<file path="config.mk">
export PLATFORM = sky130hd
export DESIGN_NAME = vga_capture
export DESIGN_NICKNAME = d
export VERILOG_FILES = /design/src/rtl/vga_timing_pkg.sv /design/src/rtl/sync_edge_detect.sv /design/src/rtl/vga_capture.sv
export SDC_FILE = /design/constraint.sdc
export NUM_CORES = 1
export LEC_CHECK = 0
export BUFFER_PORTS_ARGS = -buffer_cell sky130_fd_sc_hd__clkbuf_2
export CORE_MARGIN = 5
export CORE_UTILIZATION = 50
export CTS_BUF_LIST = sky130_fd_sc_hd__clkbuf_16
export CTS_CLUSTER_DIAMETER = 60
export DETAILED_ROUTE_END_ITERATION = 6
export PLACE_DENSITY = 0.7
export RECOVER_POWER = 25
export SLEW_MARGIN = 15
export SYNTH_ARGS = -nofsm -noshare
export SYNTH_HDL_FRONTEND = slang
export SYNTH_SLANG_ARGS = --single-unit
</file>
<file path="constraint.sdc">
create_clock -name clk -period 3.5 [get_ports clk]
set_clock_uncertainty 0.2 [all_clocks]
set_input_delay 0.175 -clock clk [delete_from_list [all_inputs] [get_ports clk]]
set_output_delay 0.175 -clock clk [all_outputs]
set_load 0.05 [all_outputs]
</file>
<file path="src/rtl/vga_timing_pkg.sv">
// Timing constants, FSM encoding and helpers shared by the
// VGA capture front end and its sync edge detectors.
package vga_timing_pkg;

  localparam int H_VISIBLE = 640;
  localparam int H_FRONT   = 16;
  localparam int H_SYNC    = 96;
  localparam int H_BACK    = 48;
  localparam int H_TOTAL   = 800;

  localparam int V_VISIBLE = 480;
  localparam int V_FRONT   = 10;
  localparam int V_SYNC    = 2;
  localparam int V_BACK    = 33;
  localparam int V_TOTAL   = 525;

  localparam int V_ROW_OFFSET = V_SYNC + V_BACK - 1;

  typedef logic [1:0] state_t;

  localparam state_t ST_SEARCH  = 2'd0;
  localparam state_t ST_MEASURE = 2'd1;
  localparam state_t ST_LOCKED  = 2'd2;

  function automatic logic [9:0] sat_inc(
    input logic [9:0] v
  );
    return (v == 10'h3ff) ? v : v + 10'd1;
  endfunction

endpackage

</file>
<file path="src/rtl/sync_edge_detect.sv">
// Registers one active-low sync line and flags its falling edge
// from the registered sample versus the one before it.
module sync_edge_detect (
  input  logic clk,
  input  logic rst_n,
  input  logic sync,
  output logic fall
);

  logic level;
  logic prev;

  always_ff @(posedge clk or negedge rst_n) begin
    if (!rst_n) begin
      level <= 1'b1;
      prev  <= 1'b1;
    end else begin
      level <= sync;
      prev  <= level;
    end
  end

  assign fall = prev & ~level;

endmodule

</file>
<file path="src/rtl/vga_capture.sv">
// Recovers raster position from raw VGA syncs and emits captured
// pixels with coordinates once the source timing is locked.
module vga_capture
  import vga_timing_pkg::*;
#(
  parameter int H_ACT   = H_VISIBLE,
  parameter int H_START = H_SYNC + H_BACK,
  parameter int H_LEN   = H_TOTAL,
  parameter int V_ACT   = V_VISIBLE,
  parameter int V_START = V_ROW_OFFSET,
  parameter int V_LEN   = V_TOTAL
) (
  input  logic       clk,
  input  logic       rst_n,
  input  logic       hsync,
  input  logic       vsync,
  input  logic [3:0] red,
  input  logic [3:0] green,
  input  logic [3:0] blue,
  output logic [3:0] pix_red,
  output logic [3:0] pix_green,
  output logic [3:0] pix_blue,
  output logic [9:0] pixel_x,
  output logic [9:0] pixel_y,
  output logic       pixel_valid,
  output logic       frame_start,
  output logic       locked,
  output logic       sync_err
);

  localparam logic [9:0] H_LO    = 10'(H_START);
  localparam logic [9:0] H_HI    = 10'(H_START + H_ACT);
  localparam logic [9:0] H_LAST  = 10'(H_LEN - 1);
  localparam logic [9:0] V_LO    = 10'(V_START);
  localparam logic [9:0] V_HI    = 10'(V_START + V_ACT);
  localparam logic [9:0] V_CNT   = 10'(V_LEN);
  localparam logic [9:0] CNT_MAX = 10'h3ff;

  logic hfall;
  logic vfall;

  sync_edge_detect u_hs (
    .clk   (clk),
    .rst_n (rst_n),
    .sync  (hsync),
    .fall  (hfall)
  );

  sync_edge_detect u_vs (
    .clk   (clk),
    .rst_n (rst_n),
    .sync  (vsync),
    .fall  (vfall)
  );

  logic [11:0] rgb_q;

  always_ff @(posedge clk or negedge rst_n) begin
    if (!rst_n) begin
      rgb_q <= '0;
    end else begin
      rgb_q <= {red, green, blue};
    end
  end

  state_t     state;
  state_t     state_nxt;
  logic [9:0] hcnt;
  logic [9:0] hcnt_nxt;
  logic [9:0] vline;
  logic [9:0] vline_nxt;
  logic [9:0] hfalls;
  logic [9:0] hfalls_nxt;
  logic       vpend;
  logic       bad;
  logic       bad_nxt;
  logic       iv_bad;
  logic       runaway;
  logic       lines_ok;
  logic       err;

  // Counter values here belong to the sample now in the input
  // registers, so a detected fall marks that sample as column 0.
  always_comb begin
    hcnt_nxt = hfall ? '0 : sat_inc(hcnt);
    vline_nxt = vline;
    if (hfall) begin
      vline_nxt = (vfall || vpend) ? '0 : sat_inc(vline);
    end
    hfalls_nxt = hfalls;
    if (vfall) begin
      hfalls_nxt = {9'd0, hfall};
    end else if (hfall) begin
      hfalls_nxt = sat_inc(hfalls);
    end
    iv_bad   = hfall && (hcnt != H_LAST);
    runaway  = (hcnt_nxt == CNT_MAX);
    lines_ok = (hfalls == V_CNT);
    bad_nxt  = vfall ? 1'b0 : (bad || iv_bad || runaway);
  end

  // A measurement window opens at a vsync fall; the line that
  // closes on the next vsync fall is still judged for that window.
  always_comb begin
    state_nxt = state;
    err       = 1'b0;
    unique case (1'b1)
      (state == ST_SEARCH): begin
        if (vfall) begin
          state_nxt = ST_MEASURE;
        end
      end
      (state == ST_MEASURE): begin
        if (vfall && lines_ok && !bad && !iv_bad && !runaway) begin
          state_nxt = ST_LOCKED;
        end
      end
      (state == ST_LOCKED): begin
        if (iv_bad || runaway || (vfall && !lines_ok)) begin
          state_nxt = ST_SEARCH;
          err       = 1'b1;
        end
      end
      default: begin
        state_nxt = ST_SEARCH;
      end
    endcase
  end

  always_ff @(posedge clk or negedge rst_n) begin
    if (!rst_n) begin
      state  <= ST_SEARCH;
      hcnt   <= '0;
      vline  <= '0;
      hfalls <= '0;
      vpend  <= 1'b0;
      bad    <= 1'b0;
    end else begin
      state  <= state_nxt;
      hcnt   <= hcnt_nxt;
      vline  <= vline_nxt;
      hfalls <= hfalls_nxt;
      bad    <= bad_nxt;
      if (vfall) begin
        vpend <= !hfall;
      end else if (hfall) begin
        vpend <= 1'b0;
      end
    end
  end

  logic       h_vis;
  logic       v_vis;
  logic       valid_nxt;
  logic [9:0] x_nxt;
  logic [9:0] y_nxt;

  always_comb begin
    h_vis     = (hcnt_nxt >= H_LO) && (hcnt_nxt < H_HI);
    v_vis     = (vline_nxt >= V_LO) && (vline_nxt < V_HI);
    valid_nxt = (state_nxt == ST_LOCKED) && h_vis && v_vis;
    x_nxt     = hcnt_nxt - H_LO;
    y_nxt     = vline_nxt - V_LO;
  end

  // Gating on the next state drops pixel_valid in the same output
  // cycle that reports the loss of lock.
  always_ff @(posedge clk or negedge rst_n) begin
    if (!rst_n) begin
      pix_red     <= '0;
      pix_green   <= '0;
      pix_blue    <= '0;
      pixel_x     <= '0;
      pixel_y     <= '0;
      pixel_valid <= 1'b0;
      frame_start <= 1'b0;
      sync_err    <= 1'b0;
    end else begin
      pixel_valid <= valid_nxt;
      frame_start <= valid_nxt && (x_nxt == '0) && (y_nxt == '0);
      pixel_x     <= valid_nxt ? x_nxt : '0;
      pixel_y     <= valid_nxt ? y_nxt : '0;
      pix_red     <= valid_nxt ? rgb_q[11:8] : '0;
      pix_green   <= valid_nxt ? rgb_q[7:4] : '0;
      pix_blue    <= valid_nxt ? rgb_q[3:0] : '0;
      sync_err    <= err;
    end
  end

  assign locked = (state == ST_LOCKED);

endmodule

</file>
# --- Word-level counts from Yosys, hierarchy flattened ---
# Index checks and enable logic that the tools add are counted.
op_classes:
  add_sub_neg: 5
  multipliers: 0
  div_mod_pow: 0
  order_cmp: 4
  eq_ne: 10
  shift: 0
  n_mux: 22
  n_bitwise: 4
  reduce_logical: 27
ops:
  columns: ["operator", "n"]
  rows:
  - ["2-to-1 mux 10 bit", 10]
  - ["equality test 10 bit, second input constant", 5]
  - ["adder 10 x 1 -> 10 bit, second input constant", 3]
  - ["logical NOT 10 bit", 2]
  - ["less-than comparator 10 bit, second input constant", 2]
  - ["logical AND 1 bit", 12]
  - ["2-to-1 mux 4 bit", 3]
  - [">= comparator 10 x 6 -> 1 bit, second input constant", 1]
  - [">= comparator 10 x 8 -> 1 bit, second input constant", 1]
  - ["!= test 10 bit, second input constant", 1]
  - ["subtractor 10 x 6 -> 10 bit, second input constant", 1]
  - ["subtractor 10 x 8 -> 10 bit, second input constant", 1]
  - ["2-to-1 mux 2 bit", 3]
  - ["one-hot mux 2 bit (3 select lines)", 1]
  - ["logical NOT 1 bit", 5]
  - ["logical OR 1 bit", 5]
  - ["2-to-1 mux 1 bit", 5]
  - ["equality test 2 bit, second input constant", 2]
  - ["AND 1 bit", 2]
  - ["equality test 2 x 1 -> 1 bit, second input constant", 1]
  - ["logical NOT 2 bit", 1]
  - ["!= test 2 bit, second input constant", 1]
  - ["inverter 1 bit", 2]
  - ["AND reduction 2 bit", 1]
  - ["nonzero test 2 bit", 1]
word_totals:
  regBits: 85
  latchBits: 0
  mem_bits_rw: 0
  rom_bits: 0
  in_bits: 16
  out_inout_bits: 36
  word_cells: 91
  n_memories: 0

# --- Depth between registers and ports, before layout ---
depth:
  depth_word: 13
  ltp_mapped: 13
  depth_no_buf: 12

# --- Modules after synthesis ---
# A second synthesis with hierarchy kept.
unflattened:
  cells_unflattened: 386
  area_unflattened_um2: 4103.9
modules_own_cells:
  columns: ["mod", "instances", "cells_per_inst", "area_per_inst_um2"]
  rows:
  - ["vga_capture", 1, 380, 3971.3]
  - ["sync_edge_detect", 2, 3, 66.3]

# --- Worst setup path before layout ---
# OpenSTA, ideal clock, no wires.
synth_timing:
  path_type: "register to register"
  start: "register u_hs.level"
  end: "register frame_start"
  arrival_ps: 2774
  required_ps: 3193
  path_slack_ps: 419
  path_stages_with_launch: 13
  period_less_slack_ps: 3081
  cell_sequence: "dfstp_2 -> nand2b_1 -> clkbuf_1 -> buf_2 -> clkbuf_1 -> nand2_1 -> ha_1 -> inv_1 -> o211ai_2 -> xnor2_1 -> nand3_1 -> a2111o_1 -> a2111oi_4"
synth_between:
  elab_chain_cells: 13
  word_cells_on_any_way: 30
synth_rtl:
  columns: ["element", "line_no", "text"]
  rows:
  - ["start: declaration", "sync_edge_detect.sv:10", "logic level;"]
  - ["start signal: assignment", "sync_edge_detect.sv:18", "level <= sync;"]
  - ["inverter 1 bit *", "sync_edge_detect.sv:23", "assign fall = prev & ~level;"]
  - ["AND 1 bit *", "sync_edge_detect.sv:23", null]
  - ["2-to-1 mux 10 bit / logical AND 1 bit (equally long branches)", "vga_capture.sv:85, vga_capture.sv:96", null]
  - ["equality test 10 bit / logical NOT 1 bit (equally long branches)", "vga_capture.sv:97, vga_capture.sv:114", null]
  - ["logical OR 1 bit (tied with other cells)", "vga_capture.sv:119", "if (iv_bad || runaway || (vfall && !lines_ok)) begin"]
  - ["logical OR 1 bit / logical AND 1 bit (equally long branches)", "vga_capture.sv:119, vga_capture.sv:114", null]
  - ["2-to-1 mux 2 bit (on tied branches)", "vga_capture.sv:119, vga_capture.sv:114", null]
  - ["one-hot mux 2 bit (3 select lines)", "vga_capture.sv:107", "unique case (1'b1)"]
  - ["equality test 2 bit", "vga_capture.sv:161", "valid_nxt = (state_nxt == ST_LOCKED) && h_vis && v_vis;"]
  - ["logical AND 1 bit (2 in series)", "vga_capture.sv:161", null]
  - ["logical AND 1 bit", "vga_capture.sv:180", "frame_start <= valid_nxt && (x_nxt == '0) && (y_nxt == '0);"]
  - ["logical AND 1 bit *", "vga_capture.sv:180", null]
  - ["end signal: assignment", "vga_capture.sv:180", null]
  - ["end: declaration", "vga_capture.sv:26", "output logic frame_start,"]
# Every way passes the cells marked *; elsewhere a longest branch is shown, timed or not.
# A chain may end at the register's enable or synchronous reset.

# --- Worst setup path in the final report ---
layout_timing:
  start: "register vline[1]"
  end: "register frame_start"
layout_between:
  elab_chain_cells: 9
  word_cells_on_any_way: 13
layout_rtl:
  columns: ["element", "line_no", "text"]
  rows:
  - ["start: declaration", "vga_capture.sv:70", "logic [9:0] vline;"]
  - ["start signal: assignment", "vga_capture.sv:141", "vline <= vline_nxt;"]
  - ["adder 10 x 1 -> 10 bit / equality test 10 bit (equally long branches)", "vga_timing_pkg.sv:28", "return (v == 10'h3ff) ? v : v + 10'd1;"]
  - ["2-to-1 mux 10 bit", "vga_timing_pkg.sv:28", null]
  - ["2-to-1 mux 10 bit", "vga_capture.sv:88", "vline_nxt = (vfall || vpend) ? '0 : sat_inc(vline);"]
  - ["2-to-1 mux 10 bit *", "vga_capture.sv:87", "if (hfall) begin"]
  - ["named net vline_nxt[1]", "vga_capture.sv:71", "logic [9:0] vline_nxt;"]
  - ["branches (longest 4 deep; another with subtractor 10 x 6 -> 10 bit)", null, null]
  - ["logical AND 1 bit *", "vga_capture.sv:180", null]
# Mark *: on every way through the listed nets, which the timed path passes.

==> flow_metrics.py <==
metrics = {
    "run_status": {
        "status": "finished with violations",
        "failing_checks": "capacitance limit, slew limit",
    },
    "floorplan": {
        "die_height_um": 101,
        "num_rows": 33,
        "core_area_um2": 8090,
        "top_level_ports": 52,
        "die_area_um2": 10100,
        "floorplan.initialDensity": 0.508,
        "die_width_um": 101,
    },
    "route": {
        "drt-initial-drc-count": 176,
        "post_drt_via_cell_ratio": 5.48,
        "detailed_routing_iteration_count_for_the_pre_antenna_repair_pass": 6,
        "drc": 0,
        "wl_per_cell_um": 15.3,
        "drt_wl_total_mm": 8.88,
        "detailroute.via_count": 3184,
        "ant_nets": 0,
    },
    "synth": {
        "syn_area_um2": 4110,
        "post-synth-top-area-cell": "dfrtp_1",
        "sequential_element_share_of_the_synthesized_area": 0.519,
        "ys_types": 73,
        "synth-edff-count": 0,
        "asyncSetResetFlopFracSynth": 1.00,
        "synth_area_leaders": "dfrtp_1 (49%), nor2_1 (5.2%), ha_1 (3.0%)",
        "synth.top_cell.area_share": 0.493,
        "postSynth.topFlopCell": "dfrtp_1",
        "synth.yosys.warnings": 0,
        "synth.cells.most_frequent": "dfrtp_1 (81), nor2_1 (57), inv_1 (26), nand2_1 (19)",
        "synth_fp_nets": 415,
        "synthMostInstantiatedCell": "dfrtp_1",
        "synth.avg_cell_area_um2": 10.6,
        "synth-seq-cells": 85,
        "syn_inst": 389,
    },
    "worst_hold_path": {
        "hp-class": "flop to flop",
        "hold-path-endpoint": "u_vs.prev",
        "worstHoldPathCells": 0,
        "worst_hold_startpoint": "u_vs.level",
    },
    "critical_path": {
        "ff2ff_path_depth": 11,
        "path_max_fanout": 6,
        "critical_path.reg2reg.endpoint": "frame_start",
        "worst_ep_required_time_ns": 3.54,
        "worstSetupStartpointType": "flop",
        "worst-setup-path-type": "flop to flop",
        "critical_path_arrival_ns": 3.31,
        "end_kind": "flop",
        "r2r_slack_ns": 0.23,
        "worst_r2r_startpoint": "vline[1]",
    },
    "pwr": {
        "clock_power_share": 0.410,
        "vdd_drop_max_mv": 0.275,
        "power_leakage_uw": 0.00248,
        "combPwrFrac": 0.128,
        "power_per_cell_area_nw_per_um2": 458,
        "switching_share_of_power": 0.284,
        "netSwitchingPower_uw": 656,
        "power_report.internal_total_uw": 1650,
        "seq_power_share": 0.461,
    },
    "layout": {
        "drive_above_1_share": 0.261,
        "antenna_cells": 0,
        "fillCellCount": 687,
        "area_delta_synth_final_pct": 22.8,
        "final_design_area_no_fill_um2": 5050,
        "finalNonFillerCells": 581,
        "finalNetCount": 497,
    },
    "clocking": {
        "clk-insertion-delay-late_ns": 0.34,
        "tritoncts": "built",
        "worst_setup_hold_path_clk_slew_ns": 0.07,
        "cts_sink_count": 85,
        "htreeDepth": 3,
        "tritoncts.num_buffers": 9,
        "clockRootBuffer": "clkbuf_16",
        "clock_tree.buffer_depth": 2,
    },
    "placed_design": {
        "dpl.cell_count": 547,
        "detailedPlace.worstSlack_ns": 0.195,
        "portBuffers": 51,
        "hpwl_mm": 6.25,
        "dpl_cell_area_um2": 4550,
        "gp_congestion": 0.888,
    },
    "sta": {
        "number_of_setup_violations_in_the_final_report": 0,
        "final.setup.worst_slack_ns": 0.226,
        "layout_worst_path_cycle_share": 0.935,
        "fin_crit_ns": 3.27,
        "max_slew_headroom_at_the_worst_pin": -0.332,
        "clock.fmax_mhz": 305,
        "timing_hold_violations_final": 0,
        "setup_tns_ns": 0,
        "max_slew.worst_pin.slew_ns": 2.00,
        "final_max_slew_violation_count": 86,
    },
    "global_routing": {
        "grt_first_pass_wirelength_mm": 15.1,
        "grt_pass1_vias": 3137,
        "globalRouteOverflowTotal": 0,
        "pin_count_of_the_biggest_net_entering_global_routing": 86,
        "antenna_found_initial": 0,
        "gr-usage-all-layers": 0.189,
    },
    "flow_run": {
        "timing.max_cap.violations": 1,
    },
}
-- worst max-delay path by stage --
stage | end | from | slack (ns)
floorplan | frame_start | u_hs.level | 0.42
global placement | pixel_x[1] | hcnt[8] | 0.28
detailed placement | pixel_x[1] | hcnt[0] | 0.19
CTS | pixel_x[1] | hcnt[0] | 0.16
global route | pixel_x[1] | hcnt[0] | -0.009
finish | frame_start | vline[1] | 0.23
-- cells by family (layout without fill, tap and decap cells) --
family / count (synthesis) / in the layout / share of synthesized area
adders and majority gates: 10 / 10 / 0.0304
AOI/OAI and AO/OA: 66 / 66 / 0.137
and+or+nand+nor: 162 / 162 / 0.216
muxes: 4 / 4 / 0.0100
buffers and inverters: 42 / 129 / 0.0460
xor gates and xnor gates: 20 / 20 / 0.0426
DFF: 85 / 85 / 0.519
-- metal layers --
layer | GRT usage | share of wire
met3 | 0.0388 | 0.042
met2 | 0.319 | 0.50
met4 | 0.0632 | 0.023
met5 | 0 | 0
met1 | 0.241 | 0.43
-- layout make-up --
type                    instances  area [µm²]  share of cell area
inverters                      28         105              0.0208
multi-input cells             262        1810               0.358
clock buffers                   9         225              0.0446
flip-flops and latches         85        2130               0.423
clock inverters                 7        73.8              0.0146
well taps                     105         131              0.0260
repair buffers                 85         573               0.114
-- critical path, stage by stage (launching register included) --
cell and delay (ns):
dfrtp_1 0.45, ha_1 0.28, nand3_1 0.16, nor3_2 0.25, nor3_1 0.11, a22o_1 0.29, inv_1 0.07, ha_1 0.24
nor4b_2 0.23, o21ai_0 0.16, a2111o_1 0.43, a2111oi_4 0.32
-- power by group through the flow --
stage	Combinational, µW	Clock [µW]	Sequential, µW
6_report	297	949	1070
5_1_grt	332	1020	1070
4_1_cts	296	966	1060
3_5_place_dp	280	0	1080
3_3_place_gp	274	0	1080
2_1_floorplan	201	0	1070
-- state kept, by name, indices dropped and copies added, names as in the netlist, 2 cells and up --
register,flops
hcnt,10
hfalls,10
pix_blue,4
pix_green,4
pix_red,4
pixel_x,10
pixel_y,10
rgb_q,12
state,2
vline,10
-- per-stage QoR --
step / utilization / hold WS [ns] / total power [µW]
global route: 0.624 / 0.194 / 2430
detailed placement: 0.562 / 0.0647 / 1360
floorplan: - / -0.321 / 1270
global placement: 0.562 / 0.0649 / 1350
CTS: 0.618 / 0.174 / 2330
finish: 0.624 / 0.180 / 2310
-- what timing repair did --
item | in CTS | in global routing
setup endpoints to repair | 0 | 19
setup buffers | 0 | 3
endpoints found under the hold margin | 95 | 0
gates resized for setup | 0 | 5
hold buffers | 15 | 0
-- cell usage in the layout (no fill, tap or decap), types with 3 or more instances in the layout --
cell,instances
and2_1,4
buf_4,17
nor3_2,3
xnor2_1,10
o21ai_0,11
and3_1,7
dfrtp_1,80
nand4_1,8
and4_4,3
dlygate4sd3_1,15
xor2_1,10
nor3_1,9
mux2i_1,3
nor2_1,57
nand3_1,11
a31oi_1,6
nand2_1,19
or3_1,6
ha_1,10
a21oi_1,7
clkbuf_2,51
nand2b_1,6
inv_1,26
o21a_1,5
nor4_1,4
nor2b_1,7
clkbuf_16,9
inv_6,3
No activity file was read; power rests on OpenSTA's default activity.
